`src/rtl/control_unit.sv`:
```
// Timestep sequencer and instruction decoder for the 10-bit bus datapath.
// Optional build macro CTRL_SINGLE_STEP_EN: T1..T3 advance only on a STEP pulse.
module control_unit #(
    parameter int DATA_W = 10,
    parameter int NREG   = 4
) (
    input  logic              CLK,
    input  logic              RST,
    input  logic [DATA_W-1:0] INSTR,
    input  logic              EXEC,
    input  logic              STEP,
    output logic [1:0]        TIME,
    output logic              DONE,
    output logic [NREG-1:0]   RIN,
    output logic [NREG-1:0]   ROUT,
    output logic              DIN_OUT,
    output logic              A_IN,
    output logic              G_IN,
    output logic              G_OUT,
    output logic              ADDSUB
);

    localparam logic [1:0] T0 = 2'd0;
    localparam logic [1:0] T1 = 2'd1;
    localparam logic [1:0] T2 = 2'd2;
    localparam logic [1:0] T3 = 2'd3;

    localparam logic [1:0] OP_LOAD = 2'b00;
    localparam logic [1:0] OP_MOV  = 2'b01;

    logic [1:0]        state_q, state_d;
    logic              done_q, done_d;
    logic [DATA_W-1:0] ir_q, ir_d;
    logic              exec_q, exec_d;
    logic              exec_prev_q, exec_prev_d;

    logic [1:0]      opcode, rx, ry;
    logic [NREG-1:0] x_onehot, y_onehot;
    logic            exec_edge;
    logic            advance;
    logic            unused_bits;

    assign opcode    = ir_q[DATA_W-1 -: 2];
    assign rx        = ir_q[7:6];
    assign ry        = ir_q[5:4];
    assign exec_edge = exec_q & ~exec_prev_q;
    assign TIME      = state_q;
    assign DONE      = done_q;

    generate
        for (genvar gi = 0; gi < NREG; gi++) begin : g_dec
            assign x_onehot[gi] = (rx == 2'(gi));
            assign y_onehot[gi] = (ry == 2'(gi));
        end
    endgenerate

`ifdef CTRL_SINGLE_STEP_EN
    // Leaving T1..T3 and every load enable are tied to the STEP cycle, so each step commits once.
    assign advance     = STEP;
    assign unused_bits = ^ir_q[3:0];
`else
    assign advance     = 1'b1;
    assign unused_bits = ^{STEP, ir_q[3:0]};
`endif

    always_comb begin
        exec_d      = EXEC;
        exec_prev_d = exec_q;
        state_d     = state_q;
        done_d      = done_q;
        ir_d        = ir_q;
        RIN         = '0;
        ROUT        = '0;
        DIN_OUT     = 1'b0;
        A_IN        = 1'b0;
        G_IN        = 1'b0;
        G_OUT       = 1'b0;
        ADDSUB      = 1'b0;
        case (state_q)
            T0: begin
                if (exec_edge) begin
                    ir_d    = INSTR;
                    done_d  = 1'b0;
                    state_d = T1;
                end
            end
            T1: begin
                if (opcode == OP_LOAD || opcode == OP_MOV) begin
                    if (opcode == OP_LOAD) DIN_OUT = 1'b1;
                    else                   ROUT    = y_onehot;
                    RIN = advance ? x_onehot : '0;
                    if (advance) begin
                        done_d  = 1'b1;
                        state_d = T0;
                    end
                end else begin
                    ROUT = x_onehot;
                    A_IN = advance;
                    if (advance) state_d = T2;
                end
            end
            T2: begin
                ROUT   = y_onehot;
                G_IN   = advance;
                ADDSUB = opcode[0];
                if (advance) state_d = T3;
            end
            default: begin
                G_OUT = 1'b1;
                RIN   = advance ? x_onehot : '0;
                if (advance) begin
                    done_d  = 1'b1;
                    state_d = T0;
                end
            end
        endcase
    end

    always_ff @(posedge CLK) begin
        if (RST) begin
            state_q     <= T0;
            done_q      <= 1'b0;
            ir_q        <= '0;
            // Both edge stages track the level during reset so a held EXEC sees no rising edge.
            exec_q      <= EXEC;
            exec_prev_q <= EXEC;
        end else begin
            state_q     <= state_d;
            done_q      <= done_d;
            ir_q        <= ir_d;
            exec_q      <= exec_d;
            exec_prev_q <= exec_prev_d;
        end
    end

endmodule

```
`config.mk`:
```
export PLATFORM = sky130hd
export DESIGN_NAME = control_unit
export DESIGN_NICKNAME = d
export VERILOG_FILES = /design/src/rtl/control_unit.sv
export SDC_FILE = /design/constraint.sdc
export NUM_CORES = 1
export LEC_CHECK = 0
export ABC_AREA = 1
export ABC_CLOCK_PERIOD_IN_PS = 1500
export CAP_MARGIN = 20
export CORE_MARGIN = 3
export CORE_UTILIZATION = 39
export DETAILED_ROUTE_END_ITERATION = 10
export PLACE_DENSITY = 0.88
export SYNTH_ARGS = -nofsm -noshare
export SYNTH_HDL_FRONTEND = slang
export SYNTH_SLANG_ARGS = --single-unit
```
`constraint.sdc`:
```
create_clock -name CLK -period 1.5 [get_ports CLK]
set_input_delay 0.15 -clock CLK [delete_from_list [all_inputs] [get_ports CLK]]
set_output_delay 0.15 -clock CLK [all_outputs]
set_load 0.02 [all_outputs]
```
==> reports/results.ini, run 1 <==
[placed_design]
routabilityCongestion=0.806
dpl_worst_slack_ns=-0.271
dpl-instance-area_sq_um=950
place.port_buffers=24
post-dp-hpwl_um=1220

[yosys]
synth_top_cell_area_share=0.356
ys_ff_latch=11
synthesis.area_per_instance_sq_um=6.52
synth_top_flop_cell=sky130_fd_sc_hd__dfxtp_1
synth_common_cells=22 x sky130_fd_sc_hd__nand2_1, 17 x sky130_fd_sc_hd__inv_1, 14 x sky130_fd_sc_hd__a21oi_1
syn_inst=95
synth_seq_area_share=0.356
yosys.cell_count.top_type=sky130_fd_sc_hd__nand2_1
synth.distinct_cells=13
netlist_area_sq_um=619
synth-edff-count=0
yosys.area.top_type=sky130_fd_sc_hd__dfxtp_1
ys_async_sr_fraction=0
synth-warning-count=0
synth_fp_nets=113
largest_cells_by_area_after_synthesis=sky130_fd_sc_hd__dfxtp_1 36%, sky130_fd_sc_hd__nand2_1 13%, sky130_fd_sc_hd__a21oi_1 11%

[cells_and_area]
number_of_diodes=0
area_delta_synth_final_pct=65.7
design.final.nets=153
post_route_cells_drive_above_1_share=0.321
num-fill-cells=112
finalInstanceArea_sq_um=1030
utilization=0.733

[sta]
fmax_mhz=655
final.setup.tns_ns=-0.0588
clock-skew-final_ns=0.00249
finalSetupViolCount=7
final.min_clock_period_ns=1.53
rsz_0062_raised_after_global_routing=true
hold_violations=0
actual_transition_at_the_worst_max_transition_pin_ns=0.287
timing.final.max_slew_violations=0
worst_slew_margin_rel=0.808
layout_worst_path_cycle_share=1.02
final.setup.worst_slack_ns=-0.0270

[worst_setup_path]
timing.critical_path.from=TIME[1]
crit_end=ROUT[0]
setup.worst_path.end_class=output pin
cp.arrival_ns=1.38
timing.critical_path.mode_cell=sky130_fd_sc_hd__inv_4
reg2reg_setup_slack_ns=0.25
worstPathMaxFanout=5
critPathKind=register to output pin
crit_slowest_cell=sky130_fd_sc_hd__dfxtp_2
setup.worst_path.start_class=register
worst_r2r_path_depth=5
data_required_time_of_the_critical_path_ns=1.35
timing.critical_path.slowest_cell_delay_ns=0.33
cp_cell_sequence=inv_4, ha_4, nand2_4, inv_4, nand3_1, a21oi_1, buf_4
r2r_start=TIME[0]
worst_r2r_endpoint=ir_q[7]

[clock_tree]
clk_pin_slew_worst_paths_ns=0.07
clock_tree.buffer_depth=2
cts.hold.buffers_added=0
cts-buffers-inserted=3
worst_skew_pair.late_latency_ns=0.27
numClockSinks=11
cts_tree=done
cts_htree_levels=1
clock-root-buffer=sky130_fd_sc_hd__clkbuf_4

[routing]
dr_total_vias=695
number_of_detailed_route_iterations_in_the_first_pass=4
drt_iter0_drc=6
route.final.wire_length_um=1560
detail_route.vias_per_cell=4.66
post_drt_wl_per_cell_um=10.5
post-route-drc-count=0
number_of_nets_with_antenna_violations_after_routing=0

[global_routing]
grt_first_pass_wirelength_um=2330
grt-ovfl-total=0
grt_start_max_net_pins=10
track_usage=0.157
antenna_found_initial=0
first_global_vias=577

[floorplanning]
die_w_um=45.9
core_area_sq_um=1400
rows=13
top_level_ports=30
die_area_sq_um=2100
die_y_um=45.9
initial_core_util=0.443

[pwr]
pwr_density_cell_nw_per_um2=1550
total_power_uw=1590
peakVddDrop_mv=1.05
static-leakage-power_uw=0.000503

[run]
timing.max_cap.violations=0

[outcome]
failed_checks=negative setup slack
status=finished, violations left

[min_path]
hold_path_class=input port to register

-- stage by stage --
stage / hold slack, ns / std cells
after CTS: 0.346 / 148
after floorplan: 0.178 / 95
after global placement: 0.450 / 144
final: 0.357 / 149
after detailed placement: 0.460 / 144
after global routing: 0.360 / 149
-- worst min-delay path by stage --
stage	start	slack (ns)	depth (start not counted)	endpoint
after detailed placement	DONE	0.46	2	DONE
after CTS	EXEC	0.35	1	exec_prev_d
final	EXEC	0.36	1	exec_prev_d
after global routing	EXEC	0.36	1	exec_prev_d
after floorplan	EXEC	0.18	0	exec_prev_d
after global placement	DONE	0.45	2	DONE
-- metal layers --
| metal | GRT usage | wire (um) | vias up |
|---|---|---|---|
| met5 | 0 | 0 | - |
| met4 | 0.142 | 41 | 0 |
| met3 | 0.0198 | 117 | 6 |
| met2 | 0.242 | 730 | 28 |
| met1 | 0.185 | 675 | 284 |
| li1 | - | - | 377 |
-- cell usage in the layout, fill, tap and decap left out, drive strengths merged --
cell type	instances
nand2	24
buf	22
inv	18
a21oi	14
dfxtp	11
nor2	9
clkdlybuf4s50	9
o21ai	6
nand3	5
clkbuf	5
ha	4
nor3	3
dlygate4sd2	2
clkdlybuf4s15	2
-- registers in the layout (all words and copies together) (netlist names) --
register     flops
DONE             1
TIME             2
exec_prev_q      1
ir_q             6
exec_prev_d      1
-- worst max-delay path: cells and delay by family, from the launching register on --
kind | cells | cell delay [ns]
DFF | 1 | 0.33
AOI/OAI and AO/OA | 1 | 0.16
and+or+nand+nor | 2 | 0.14
adders and majority gates | 1 | 0.17
buffers and inverters | 3 | 0.30
-- cells by family (layout without fill, tap and decap cells) --
group | count (synthesis) | after routing | synth area share
and+or+nand+nor | 41 | 41 | 0.273
AOI/OAI and AO/OA | 20 | 20 | 0.162
buffers and inverters | 19 | 58 | 0.129
DFF | 11 | 11 | 0.356
adders and majority gates | 4 | 4 | 0.0808
-- where the power goes --
part,switching (uW),internal (uW),total (uW),leakage [uW]
Combinational,544,411,955,0.000396
Clock,93.6,103,196,0.0000150
Sequential,64.9,370,435,0.0000917
-- cell type report --
cell class                 count  area, sq um  share of cell area
multi-input combinational     65          382               0.372
timing repair buffer          36          304               0.296
sequential                    11          223               0.217
inverter                      18         72.6              0.0707
clock buffer                   4         26.3              0.0256
tap                           15         18.8              0.0183
-- what timing repair did --
action	4_1_cts	5_1_grt
setup endpoints to repair	14	11
pin swaps	1	2
setup buffers	0	1
gates resized for setup	67	14
No activity file was read; power rests on OpenSTA's default activity.
==> run 2, diff against run 1 <==
==> config.mk (replaced) <==
export PLATFORM = sky130hd
export DESIGN_NAME = control_unit
export DESIGN_NICKNAME = d
export VERILOG_FILES = /design/src/rtl/control_unit.sv
export SDC_FILE = /design/constraint.sdc
export NUM_CORES = 1
export LEC_CHECK = 0
export ABC_CLOCK_PERIOD_IN_PS = 1310
export CAP_MARGIN = 20
export CORE_MARGIN = 3
export CORE_UTILIZATION = 35
export DETAILED_ROUTE_END_ITERATION = 10
export PLACE_DENSITY = 0.84
export SYNTH_ARGS = -nofsm -noshare
export SYNTH_HDL_FRONTEND = slang
export SYNTH_SLANG_ARGS = --single-unit
==> constraint.sdc (replaced) <==
create_clock -name CLK -period 1.31 [get_ports CLK]
set_input_delay 0.131 -clock CLK [delete_from_list [all_inputs] [get_ports CLK]]
set_output_delay 0.131 -clock CLK [all_outputs]
set_load 0.02 [all_outputs]
==> reports/results.ini, run 2 <==
[outcome]
status=finished, violations left  ; unchanged
failed_checks=negative setup slack  ; unchanged

[clock_tree]
clock-root-buffer=sky130_fd_sc_hd__clkbuf_4  ; unchanged
worst_skew_pair.late_latency_ns=0.27  ; about the same
cts-buffers-inserted=3  ; unchanged
clock_tree.buffer_depth=2  ; unchanged
cts.hold.buffers_added=0  ; unchanged
cts_tree=done  ; unchanged
cts_htree_levels=1  ; unchanged
clk_pin_slew_worst_paths_ns=0.08  ; was 0.07 ns
numClockSinks=11  ; unchanged

[yosys]
synth_fp_nets=90  ; was 113
synth_top_flop_cell=sky130_fd_sc_hd__dfxtp_1  ; unchanged
ys_async_sr_fraction=0  ; unchanged
netlist_area_sq_um=632  ; was 619 sq um
synth_seq_area_share=0.349  ; was 0.356
yosys.area.top_type=sky130_fd_sc_hd__dfxtp_1  ; unchanged
synth_top_cell_area_share=0.349  ; was 0.356
syn_inst=72  ; was 95
synth-warning-count=0  ; unchanged
largest_cells_by_area_after_synthesis=sky130_fd_sc_hd__dfxtp_1 35%, sky130_fd_sc_hd__mux2i_1 9.5%, sky130_fd_sc_hd__ha_1 7.9%  ; was sky130_fd_sc_hd__dfxtp_1 36%, sky130_fd_sc_hd__nand2_1 13%, sky130_fd_sc_hd__a21oi_1 11%
ys_ff_latch=11  ; unchanged
synth.distinct_cells=27  ; was 13
synth_common_cells=11 x sky130_fd_sc_hd__dfxtp_1, 11 x sky130_fd_sc_hd__nor2_1, 6 x sky130_fd_sc_hd__mux2i_1  ; was 22 x sky130_fd_sc_hd__nand2_1, 17 x sky130_fd_sc_hd__inv_1, 14 x sky130_fd_sc_hd__a21oi_1
synthesis.area_per_instance_sq_um=8.78  ; was 6.52 sq um
synth-edff-count=0  ; unchanged

[floorplanning]
core_area_sq_um=1590  ; was 1400 sq um
initial_core_util=0.396  ; was 0.443
top_level_ports=30  ; unchanged
die_y_um=48.5  ; was 45.9 um
rows=14  ; was 13
die_area_sq_um=2350  ; was 2100 sq um
die_w_um=48.5  ; was 45.9 um

[cells_and_area]
layout.area.seq_sq_um=228  ; was 223 sq um
num-fill-cells=98  ; was 112
top_register=ir_q  ; unchanged
final_cell_mix=22 x sky130_fd_sc_hd__buf_4, 12 x sky130_fd_sc_hd__buf_6, 9 x sky130_fd_sc_hd__dfxtp_1, 9 x sky130_fd_sc_hd__nor2_1, 8 x sky130_fd_sc_hd__clkdlybuf4s50_1  ; was 22 x sky130_fd_sc_hd__nand2_1, 14 x sky130_fd_sc_hd__inv_1, 14 x sky130_fd_sc_hd__buf_4
design.final.nets=138  ; was 153
number_of_flip_flops_under_the_largest_register_name=6  ; unchanged
area_delta_synth_final_pct=104  ; was 65.7%
post_route_cells_drive_above_1_share=0.580  ; was 0.321
most_common_cell_after_layout_fill_and_taps_aside=sky130_fd_sc_hd__buf_4  ; was sky130_fd_sc_hd__nand2_1
area_of_the_multi_input_gates_sq_um=547  ; was 382 sq um
number_of_diodes=0  ; unchanged
finalInstanceArea_sq_um=1290  ; was 1030 sq um

[placed_design]
place.port_buffers=24  ; unchanged
dpl_worst_slack_ns=-0.595  ; was -0.271 ns
post-dp-hpwl_um=1470  ; was 1220 um
routabilityCongestion=0.803  ; was 0.806
dpl-instance-area_sq_um=1140  ; was 950 sq um

[pwr]
pwr_density_cell_nw_per_um2=801  ; was 1550 nW/um^2
static-leakage-power_uw=0.000584  ; was 0.000503 uW
peakVddDrop_mv=0.634  ; was 1.05 mV

[routing]
number_of_nets_with_antenna_violations_after_routing=0  ; unchanged
detail_route.vias_per_cell=5.13  ; was 4.66
route.final.wire_length_um=2350  ; was 1560 um
drt_iter0_drc=29  ; was 6
dr_total_vias=733  ; was 695
number_of_detailed_route_iterations_in_the_first_pass=4  ; unchanged
post_drt_wl_per_cell_um=16.4  ; was 10.5 um
post-route-drc-count=0  ; unchanged

[global_routing]
grt_use_met3=0.0276  ; was 0.0198
grt-ovfl-total=0  ; unchanged
gr-usage-met1=0.206  ; was 0.185
grt_first_pass_wirelength_um=3420  ; was 2330 um
antenna_found_initial=0  ; unchanged
grt_most_used_layer=met2  ; unchanged
grt_start_max_net_pins=10  ; unchanged
gr-usage-met2=0.356  ; was 0.242
first_global_vias=772  ; was 577
track_usage=0.181  ; was 0.157

[min_path]
hp-start=EXEC  ; unchanged
hold_path_class=input port to register  ; unchanged
hold_depth=1  ; unchanged
hold_end=exec_prev_d  ; unchanged

[sta]
clock-skew-final_ns=0.0121  ; was 0.00249 ns
final.setup.worst_slack_ns=-0.448  ; was -0.0270 ns
actual_transition_at_the_worst_max_transition_pin_ns=0.318  ; was 0.287 ns
finalSetupViolCount=16  ; was 7
final.min_clock_period_ns=1.76
layout_worst_path_cycle_share=1.34
rsz_0062_raised_after_global_routing=true  ; unchanged
worst_slew_margin_rel=0.788  ; was 0.808
fmax_mhz=569
hold_violations=0  ; unchanged
timing.final.max_slew_violations=0  ; unchanged

[worst_setup_path]
worstPathMaxFanout=4  ; was 5
worst_r2r_path_depth=8  ; was 5
cp.arrival_ns=1.63  ; was 1.38 ns
reg2reg_setup_slack_ns=-0.36  ; was 0.25 ns
data_required_time_of_the_critical_path_ns=1.18  ; was 1.35 ns
critPathKind=register to output pin  ; unchanged
setup.worst_path.start_class=register  ; unchanged
setup.worst_path.end_class=output pin  ; unchanged
worst_r2r_endpoint=DONE  ; was ir_q[7]
r2r_start=TIME[1]  ; was TIME[0]

[run]
timing.max_cap.violations=0  ; unchanged

## run 2: changes by cell type in the layout (fill, tap and decap cells not counted), sizes merged, moves of 3 or more
cell   change
buf       +16
a21oi     -10
a211o      +3
mux2i      +6
o21ai      -6
inv       -13
nand2     -22
## run 2: cells by family after synthesis
kind of cell / after synthesis / share of synthesized area
fa+ha+maj: 4 / 0.0792
compound gates: 12 / 0.141
mux: 7 / 0.113
simple gates: 28 / 0.244
buf+inv: 10 / 0.0752
flops: 11 / 0.349
## run 2: repair_timing
item	CTS	global route
resized for setup	83	13
pin swaps	8	4
endpoints found under the setup margin	19	20
setup buffers	8	4
## run 2: layer usage
| metal | wire (um) | share of wire |
|---|---|---|
| met1 | 931 | 0.40 |
| met5 | 0 | 0 |
| met3 | 94 | 0.040 |
| met4 | 26 | 0.011 |
| met2 | 1300 | 0.55 |
## run 2: through the flow
| step | hold slack, ns | std cells | power, uW | setup TNS, ns | utilization |
|---|---|---|---|---|---|
| floorplan | 0.159 | 72 | 599 | -0.543 | - |
| global placement | 0.479 | 131 | 739 | -5.32 | 0.713 |
| detailed placement | 0.491 | 131 | 756 | -5.76 | 0.713 |
| CTS | 0.336 | 142 | 998 | -4.26 | 0.779 |
| global route | 0.350 | 143 | 1080 | -5.36 | 0.807 |
| finish | 0.333 | 143 | 1030 | -4.65 | 0.807 |
## run 2: worst max-delay path by stage
| stage | depth (start not counted) | endpoint | start | slack [ns] |
|---|---|---|---|---|
| floorplan | 6 | DONE | TIME[1] | -0.10 |
| global placement | 6 | ROUT[2] | TIME[1] | -0.54 |
| detailed placement | 6 | ROUT[2] | TIME[1] | -0.60 |
| CTS | 6 | ROUT[2] | TIME[1] | -0.46 |
| global route | 6 | ROUT[0] | TIME[1] | -0.50 |
| finish | 6 | ROUT[2] | TIME[1] | -0.45 |
## run 2: critical path, cell delays in order, from the launching register on
cell                      delay, ns
sky130_fd_sc_hd__dfxtp_4       0.37
sky130_fd_sc_hd__inv_4         0.05
sky130_fd_sc_hd__ha_4          0.15
sky130_fd_sc_hd__and2b_2       0.23
sky130_fd_sc_hd__a21oi_4       0.30
sky130_fd_sc_hd__o41ai_4       0.09
sky130_fd_sc_hd__buf_4         0.17
## run 2: report_power, final
part / internal [uW] / switching (uW)
sequential: 361 / 32.4
combinational: 196 / 207
clock: 113 / 121
total: 670 / 360
## run 2: cell type report
class                      count  area share
multi-input combinational     51       0.425
timing repair buffer          48       0.337
sequential                    11       0.177
tap                           24      0.0233
clock buffer                   3      0.0175
inverter                       5      0.0165
clock inverter                 1     0.00389
